<file path="src/rtl/eff_pkg.sv">
// Shared constants and types for the tap-tempo block.
package eff_pkg;

  // Default width of the delay length, in samples.
  localparam int DLY_WIDTH_DEF = 16;

  // Tap measurement state machine.
  typedef enum logic {
    IDLE    = 1'b0,
    MEASURE = 1'b1
  } tap_state_e;

endpackage

</file>
<file path="src/rtl/tap_debounce.sv">
// Footswitch conditioning: a 2-flop synchronizer followed by a level debouncer.
// o_tap_evt pulses for one clk when the debounced level rises.
module tap_debounce
  import eff_pkg::*;
#(
  parameter int DEBOUNCE_CYC = 1000
) (
  input  logic clk,
  input  logic rst_n,
  input  logic i_tap,
  output logic o_tap_evt
);

  localparam int CNT_W = $clog2(DEBOUNCE_CYC + 1);
  localparam logic [CNT_W-1:0] CNT_LAST = CNT_W'(DEBOUNCE_CYC - 1);

  logic [1:0]       r_sync;
  logic             r_deb;
  logic [CNT_W-1:0] r_cnt;
  logic             r_evt;

  // Bring the raw footswitch level into the clk domain.
  always_ff @(posedge clk or negedge rst_n) begin
    if (!rst_n) begin
      r_sync <= 2'b00;
    end else begin
      r_sync <= {r_sync[0], i_tap};
    end
  end

  // Accept a new level only after it has differed for DEBOUNCE_CYC consecutive clk.
  always_ff @(posedge clk or negedge rst_n) begin
    if (!rst_n) begin
      r_deb <= 1'b0;
      r_cnt <= '0;
      r_evt <= 1'b0;
    end else begin
      r_evt <= 1'b0;
      if (r_sync[1] != r_deb) begin
        if (r_cnt == CNT_LAST) begin
          r_deb <= r_sync[1];
          r_cnt <= '0;
          r_evt <= r_sync[1];
        end else begin
          r_cnt <= r_cnt + 1'b1;
        end
      end else begin
        r_cnt <= '0;
      end
    end
  end

  assign o_tap_evt = r_evt;

endmodule

</file>
<file path="src/rtl/eff_tap_tempo.sv">
// Tap-tempo controller: measures the sample count between footswitch taps and
// publishes it as a delay length, with a beat LED running at that period.
// Build option: define EFF_TAP_TEMPO_AVG_EN to average each accepted interval
// with the current delay instead of replacing it.
module eff_tap_tempo
  import eff_pkg::*;
#(
  parameter int DLY_WIDTH    = DLY_WIDTH_DEF,
  parameter int DEFAULT_DLY  = 12000,
  parameter int MIN_DLY      = 256,
  parameter int MAX_DLY      = 48000,
  parameter int DEBOUNCE_CYC = 1000,
  parameter int LED_LEN      = 64
) (
  input  logic                 clk,
  input  logic                 rst_n,
  input  logic                 en,
  input  logic                 tap_i,
  input  logic                 vld_i,
  output logic [DLY_WIDTH-1:0] delay_o,
  output logic                 delay_vld_o,
  output logic                 led_o
);

  // One extra bit so the interval counter can hold MAX_DLY+1 (the timeout mark).
  localparam int CNT_W = DLY_WIDTH + 1;
  localparam logic [CNT_W-1:0]     C_MIN   = CNT_W'(MIN_DLY);
  localparam logic [CNT_W-1:0]     C_MAX   = CNT_W'(MAX_DLY);
  localparam logic [DLY_WIDTH-1:0] C_DEF   = DLY_WIDTH'(DEFAULT_DLY);
  localparam logic [DLY_WIDTH-1:0] C_LED   = DLY_WIDTH'(LED_LEN);
  localparam logic [DLY_WIDTH-1:0] C_MAX_D = DLY_WIDTH'(MAX_DLY);

  logic                 w_tap_evt;
  tap_state_e           r_state, w_state_next;
  logic [CNT_W-1:0]     r_cnt, w_cnt_next;
  logic [DLY_WIDTH-1:0] r_dly, w_dly_next, w_new_dly;
  logic                 r_dly_vld, w_dly_vld_next;
  logic [DLY_WIDTH-1:0] r_beat, w_beat_next;
  logic                 r_led;
  logic                 r_en_d;

  tap_debounce #(
    .DEBOUNCE_CYC(DEBOUNCE_CYC)
  ) u_tap_debounce (
    .clk      (clk),
    .rst_n    (rst_n),
    .i_tap    (tap_i),
    .o_tap_evt(w_tap_evt)
  );

`ifdef EFF_TAP_TEMPO_AVG_EN
  logic [DLY_WIDTH:0]   w_sum;
  logic [DLY_WIDTH-1:0] w_avg;
  assign w_sum = {1'b0, r_dly} + {1'b0, r_cnt[DLY_WIDTH-1:0]};
  assign w_avg = DLY_WIDTH'(w_sum >> 1);
  // Averaging against an out-of-range reset default could exceed MAX_DLY; clamp it.
  assign w_new_dly = (w_avg > C_MAX_D) ? C_MAX_D : w_avg;
`else
  assign w_new_dly = r_cnt[DLY_WIDTH-1:0];
`endif

  // Measurement FSM next-state: taps start/close intervals, overlong intervals time out.
  always_comb begin
    w_state_next   = r_state;
    w_cnt_next     = r_cnt;
    w_dly_next     = r_dly;
    w_dly_vld_next = 1'b0;
    if (!en) begin
      w_state_next = IDLE;
      w_cnt_next   = '0;
    end else begin
      case (r_state)
        IDLE: begin
          if (w_tap_evt) begin
            w_state_next = MEASURE;
            w_cnt_next   = '0;
          end
        end
        MEASURE: begin
          if (r_cnt > C_MAX) begin
            w_state_next = IDLE;
            w_cnt_next   = '0;
          end else if (w_tap_evt && (r_cnt >= C_MIN)) begin
            // A coincident sample strobe is dropped: the new interval starts at 0.
            w_dly_next     = w_new_dly;
            w_dly_vld_next = 1'b1;
            w_cnt_next     = '0;
          end else if (vld_i) begin
            // Timeout fires at MAX_DLY+1, so this increment saturates there.
            w_cnt_next = r_cnt + 1'b1;
          end
        end
        default: begin
          w_state_next = IDLE;
          w_cnt_next   = '0;
        end
      endcase
    end
  end

  // Measurement FSM registers and the published delay.
  always_ff @(posedge clk or negedge rst_n) begin
    if (!rst_n) begin
      r_state   <= IDLE;
      r_cnt     <= '0;
      r_dly     <= C_DEF;
      r_dly_vld <= 1'b0;
    end else begin
      r_state   <= w_state_next;
      r_cnt     <= w_cnt_next;
      r_dly     <= w_dly_next;
      r_dly_vld <= w_dly_vld_next;
    end
  end

  // Beat phase: samples modulo delay, re-aligned on every new delay and on enable.
  always_comb begin
    w_beat_next = r_beat;
    if (!en || !r_en_d || r_dly_vld) begin
      w_beat_next = '0;
    end else if (vld_i) begin
      w_beat_next = (r_beat >= r_dly - 1'b1) ? '0 : r_beat + 1'b1;
    end
  end

  // Beat counter, LED level and enable history.
  always_ff @(posedge clk or negedge rst_n) begin
    if (!rst_n) begin
      r_beat <= '0;
      r_led  <= 1'b0;
      r_en_d <= 1'b0;
    end else begin
      r_beat <= w_beat_next;
      r_led  <= en && (w_beat_next < C_LED);
      r_en_d <= en;
    end
  end

  assign delay_o     = r_dly;
  assign delay_vld_o = r_dly_vld;
  assign led_o       = r_led & en;

endmodule

</file>
<file path="config.mk">
export PLATFORM = sky130hd
export DESIGN_NAME = eff_tap_tempo
export DESIGN_NICKNAME = d
export VERILOG_FILES = /design/src/rtl/eff_pkg.sv /design/src/rtl/tap_debounce.sv /design/src/rtl/eff_tap_tempo.sv
export SDC_FILE = /design/constraint.sdc
export NUM_CORES = 1
export LEC_CHECK = 0
export CORE_MARGIN = 5
export CORE_UTILIZATION = 45
export DETAILED_ROUTE_END_ITERATION = 10
export DONT_BUFFER_PORTS = 1
export GPL_TIMING_DRIVEN = 1
export PLACE_DENSITY = 0.7
export SLEW_MARGIN = 20
export SYNTH_ARGS = -nofsm -noshare
export SYNTH_HDL_FRONTEND = slang
export SYNTH_SLANG_ARGS = --single-unit
</file>
<file path="constraint.sdc">
create_clock -name clk -period 3.4 [get_ports clk]
set_input_delay 0.68 -clock clk [delete_from_list [all_inputs] [get_ports clk]]
set_output_delay 0.68 -clock clk [all_outputs]
set_load 0.01 [all_outputs]
</file>
==> metrics.json <==
{
  "finalClockSkew": {"value": 0.00948, "unit": "ns"},
  "num_io_pins": {"value": 23},
  "clock.fmax": {"value": 316, "unit": "MHz"},
  "transition_time_at_the_pin_with_the_least_slew_margin": {"value": 0.833, "unit": "ns"},
  "cts.clk_slew.worst_paths": {"value": 0.08, "unit": "ns"},
  "synth_flop_cell": {"value": "sky130_fd_sc_hd__dfrtp_1"},
  "setup_slack": {"value": 0.235, "unit": "ns"},
  "setup.worst_path.start_class": {"value": "register"},
  "dpl_worst_slack": {"value": 0.0336, "unit": "ns"},
  "num_antenna_cells": {"value": 0},
  "vias_per_cell": {"value": 5.70},
  "n_fill_cell": {"value": 825},
  "slowest_delay": {"value": 0.54, "unit": "ns"},
  "worstSkewPairLatency": {"value": 0.34, "unit": "ns"},
  "globalplace.congestion": {"value": 0.764},
  "post_synth_top_area_share": {"value": 38.4, "unit": "%"},
  "floorplan.die.height": {"value": 103, "unit": "um"},
  "antenna_left": {"value": 0},
  "cts_buffer_depth": {"value": 2},
  "totalPowerFinal": {"value": 1.51, "unit": "mW"},
  "netlist_instances": {"value": 396},
  "grt_pass1_vias": {"value": 2942},
  "total_grt_overflow": {"value": 0},
  "proportion_of_total_power_due_to_net_switching": {"value": 23.2, "unit": "%"},
  "p_seq_share": {"value": 53.4, "unit": "%"},
  "critPathMaxFanout": {"value": 6},
  "worst_path_required": {"value": 3.66, "unit": "ns"},
  "synth_sequential_area_ratio": {"value": 43.2, "unit": "%"},
  "antenna_found_initial": {"value": 0},
  "drc": {"value": 0},
  "final_layout_size_suffix_gt1_share": {"value": 17.1, "unit": "%"},
  "combPwrFrac": {"value": 3.6, "unit": "%"},
  "critical_path_cell_by_cell": {"value": "or4_4 -> nor4_4 -> buf_4 -> nand2_2 -> nor3_2 -> xnor2_1 -> ha_1 -> a21oi_2 -> o2111ai_2 -> a21oi_2 -> buf_4 -> nand4_1 -> o211ai_1"},
  "power.clock.fraction": {"value": 42.9, "unit": "%"},
  "seqCellArea": {"value": 1690, "unit": "um^2"},
  "timing.critical_path.slowest_stage_cell": {"value": "sky130_fd_sc_hd__or4_4"},
  "power.static_leakage": {"value": 1.86, "unit": "nW"},
  "global_route.usage.total": {"value": 17.1, "unit": "%"},
  "power.switching": {"value": 0.350, "unit": "mW"},
  "final-setup-viol-count": {"value": 0},
  "count_of_flip_flops_with_a_built_in_enable_after_synthesis": {"value": 0},
  "synth_fp_nets": {"value": 422},
  "maxCapViolCount": {"value": 0},
  "worstHoldPathType": {"value": "input port to async pin"},
  "die_width": {"value": 103, "unit": "um"},
  "postSynthAreaPerCell": {"value": 9.86, "unit": "um^2"},
  "cellPowerDensity": {"value": 348, "unit": "nW/um^2"},
  "drt_wl_total": {"value": 8630, "unit": "um"},
  "yosys_warnings": {"value": 0},
  "clock_tree.htree_level_count": {"value": 3},
  "tritoncts.num_buffers": {"value": 9},
  "timing_hold_violations_final": {"value": 0},
  "synth_async_sr_flop_share": {"value": 100, "unit": "%"},
  "outcome": {"value": "completed"},
  "post-synth-top-area-cell": {"value": "sky130_fd_sc_hd__dfrtp_1"},
  "vdd_drop_max": {"value": 0.186, "unit": "mV"},
  "multi_input_area": {"value": 2180, "unit": "um^2"},
  "max_slew_margin": {"value": 43.9, "unit": "%"},
  "biggest_area_contributors_in_the_synthesized_netlist": {"value": "sky130_fd_sc_hd__dfrtp_1, sky130_fd_sc_hd__ha_1, sky130_fd_sc_hd__xnor2_1, sky130_fd_sc_hd__mux2_2, sky130_fd_sc_hd__dfstp_2"},
  "numPortBuffers": {"value": 0},
  "final.period_utilization": {"value": 93.1, "unit": "%"},
  "area_growth": {"value": 11.4, "unit": "%"},
  "start_util": {"value": 45.4, "unit": "%"},
  "tritoncts": {"value": "yes"},
  "hpwlAfterDp": {"value": 6140, "unit": "um"},
  "mappedNetlistArea": {"value": 3900, "unit": "um^2"},
  "end_kind": {"value": "register"},
  "worstSetupPathType": {"value": "register to register"},
  "crit_arrival": {"value": 3.42, "unit": "ns"},
  "ys_types": {"value": 53},
  "min_period": {"value": 3.16, "unit": "ns"},
  "pin_count_of_the_biggest_net_entering_global_routing": {"value": 68},
  "number_of_max_slew_violations_in_the_final_report": {"value": 0},
  "wire_per_inst": {"value": 16.5, "unit": "um"},
  "via_total_after_detailed_routing": {"value": 2980},
  "drt_pre_antenna_iters": {"value": 4},
  "cts-root-buf": {"value": "sky130_fd_sc_hd__clkbuf_8"},
  "fp.coreArea": {"value": 8590, "unit": "um^2"},
  "cts.sink_count": {"value": 67},
  "floorplan.rows": {"value": 34},
  "dieArea": {"value": 10600, "unit": "um^2"},
  "p_int": {"value": 1.16, "unit": "mW"},
  "synth.ff_latch_count": {"value": 67},
  "grt_pass1_wl": {"value": 14000, "unit": "um"},
  "initialDrtViolationCount": {"value": 103},
  "number_of_nets_at_the_end_of_the_flow": {"value": 436}
}
stage by stage:
step / utilization [%] / std cells / hold WS (ns) / area, um^2 / TNS [ns]
after global routing: 50.6 / 523 / 0.000432 / 4350 / -0.196
after CTS: 49.3 / 519 / 0.00670 / 4240 / 0
final: 50.6 / 523 / 0.0292 / 4350 / 0
after global placement: 47.1 / 503 / 0.335 / 4040 / 0
after floorplan: - / 396 / 0.331 / 3910 / 0
after detailed placement: 47.1 / 503 / 0.337 / 4040 / 0
timing repair:
action / CTS / global route
pin swaps: 0 / 5
gates cloned: 0 / 1
setup endpoints to repair: 1 / 17
buffers inserted: 0 / 1
resized for setup: 1 / 14
hold buffers: 0 / 2
endpoints found under the hold margin: 0 / 39
placed cells by master, fill, tap and decap left out, types with 11 or more instances in the layout:
cell type,netlist,routed
sky130_fd_sc_hd__nand2_1,36,35
sky130_fd_sc_hd__a21oi_1,14,12
sky130_fd_sc_hd__mux2_2,17,17
sky130_fd_sc_hd__nor2_1,44,44
sky130_fd_sc_hd__ha_1,21,21
sky130_fd_sc_hd__inv_1,11,11
sky130_fd_sc_hd__xnor2_1,25,25
sky130_fd_sc_hd__nand4_1,12,12
sky130_fd_sc_hd__nand3_1,18,18
sky130_fd_sc_hd__dfrtp_1,60,59
sky130_fd_sc_hd__o21ai_0,12,11
sky130_fd_sc_hd__xor2_1,17,17
cells by family (layout without fill, tap and decap cells):
logic type | after synthesis | count (layout) | share of synthesized area [%]
compound gates | 53 | 53 | 9.64
buf+inv | 21 | 40 | 2.60
xor+xnor | 42 | 42 | 9.42
simple gates | 169 | 169 | 22.0
flops | 67 | 67 | 43.2
mux | 23 | 23 | 6.44
fa+ha+maj | 21 | 21 | 6.73
metal layers:
layer  up-vias  track usage [%]  part of all wire [%]  wire length, um
met4         0             5.88                   1.1               99
met3         9             4.06                   3.4              297
met1      1475             21.1                    42             3630
met5         -                0                     0                0
met2        40             29.2                    53             4600
li1       1456                -                     -                -
power groups by stage:
| stage | Clock (mW) | Combinational (mW) | Sequential (mW) |
|---|---|---|---|
| 4_1_cts | 0.669 | 0.0357 | 0.808 |
| 6_report | 0.649 | 0.0551 | 0.808 |
| 3_5_place_dp | 0 | 0.0354 | 0.823 |
| 5_1_grt | 0.705 | 0.0631 | 0.809 |
| 2_1_floorplan | 0 | 0.0259 | 0.822 |
| 3_3_place_gp | 0 | 0.0341 | 0.823 |
sequential cells by signal, indices dropped and copies added (netlist names):
signal,cells
r_en_d,1
u_tap_debounce.r_deb,1
u_tap_debounce.r_sync,2
delay_vld_o,1
u_tap_debounce.o_tap_evt,1
r_led,1
delay_o,16
r_state,1
u_tap_debounce.r_cnt,10
r_beat,16
r_cnt,17
cell type report:
cell class | count | share of cell area [%]
multi-input combinational | 308 | 50.1
sequential | 67 | 38.8
tap | 108 | 3.11
clock buffer | 10 | 2.93
timing repair buffer | 12 | 2.53
clock inverter | 6 | 1.52
inverter | 12 | 1.04
worst paths after layout:
kind | start | to | slack [ns] | depth (start not counted)
worst max register to register | delay_o[1]$_DFFE_PN0P_ | r_beat[2]$_DFFE_PN0P_ | 0.24 | 13
worst min register to register | u_tap_debounce.r_sync[0]$_DFF_PN0_ | u_tap_debounce.r_sync[1]$_DFF_PN0_ | 0.35 | 0
worst max-delay path | delay_o[1]$_DFFE_PN0P_ | r_beat[2]$_DFFE_PN0P_ | 0.24 | 13
worst min-delay path | rst_n | r_beat[1]$_DFFE_PN0P_ | 0.03 | 0
max in group asynchronous | rst_n | r_en_d$_DFF_PN0_ | 2.28 | 1
min in group clk | u_tap_debounce.r_sync[0]$_DFF_PN0_ | u_tap_debounce.r_sync[1]$_DFF_PN0_ | 0.35 | 0
Yosys cell counts (3+ instances only):
| master | number |
|---|---|
| sky130_fd_sc_hd__o21ai_0 | 12 |
| sky130_fd_sc_hd__mux2_2 | 17 |
| sky130_fd_sc_hd__a21oi_1 | 14 |
| sky130_fd_sc_hd__dfrtp_1 | 60 |
| sky130_fd_sc_hd__mux2i_1 | 6 |
| sky130_fd_sc_hd__o21bai_1 | 4 |
| sky130_fd_sc_hd__inv_1 | 11 |
| sky130_fd_sc_hd__clkbuf_1 | 5 |
| sky130_fd_sc_hd__o211ai_1 | 5 |
| sky130_fd_sc_hd__nor2_1 | 44 |
| sky130_fd_sc_hd__nand4_1 | 12 |
| sky130_fd_sc_hd__or4_1 | 4 |
| sky130_fd_sc_hd__dfstp_2 | 7 |
| sky130_fd_sc_hd__and3_1 | 9 |
| sky130_fd_sc_hd__nand2_1 | 36 |
| sky130_fd_sc_hd__nand3_1 | 18 |
| sky130_fd_sc_hd__nor4_1 | 10 |
| sky130_fd_sc_hd__xor2_1 | 17 |
| sky130_fd_sc_hd__nor3b_1 | 3 |
| sky130_fd_sc_hd__or3_1 | 5 |
| sky130_fd_sc_hd__ha_1 | 21 |
| sky130_fd_sc_hd__nor3_1 | 10 |
| sky130_fd_sc_hd__xnor2_1 | 25 |
| sky130_fd_sc_hd__nand2b_1 | 3 |
critical path: cells and delay by family, from the launching register on:
family	cells	cell delay (ns)
AOI/OAI and AO/OA	4	0.73
xor gates and xnor gates	1	0.15
adders and majority gates	1	0.28
buffers and inverters	2	0.32
DFF	1	0.45
and+or+nand+nor	5	1.16
Note: power is estimated with default switching activity, not from simulation.
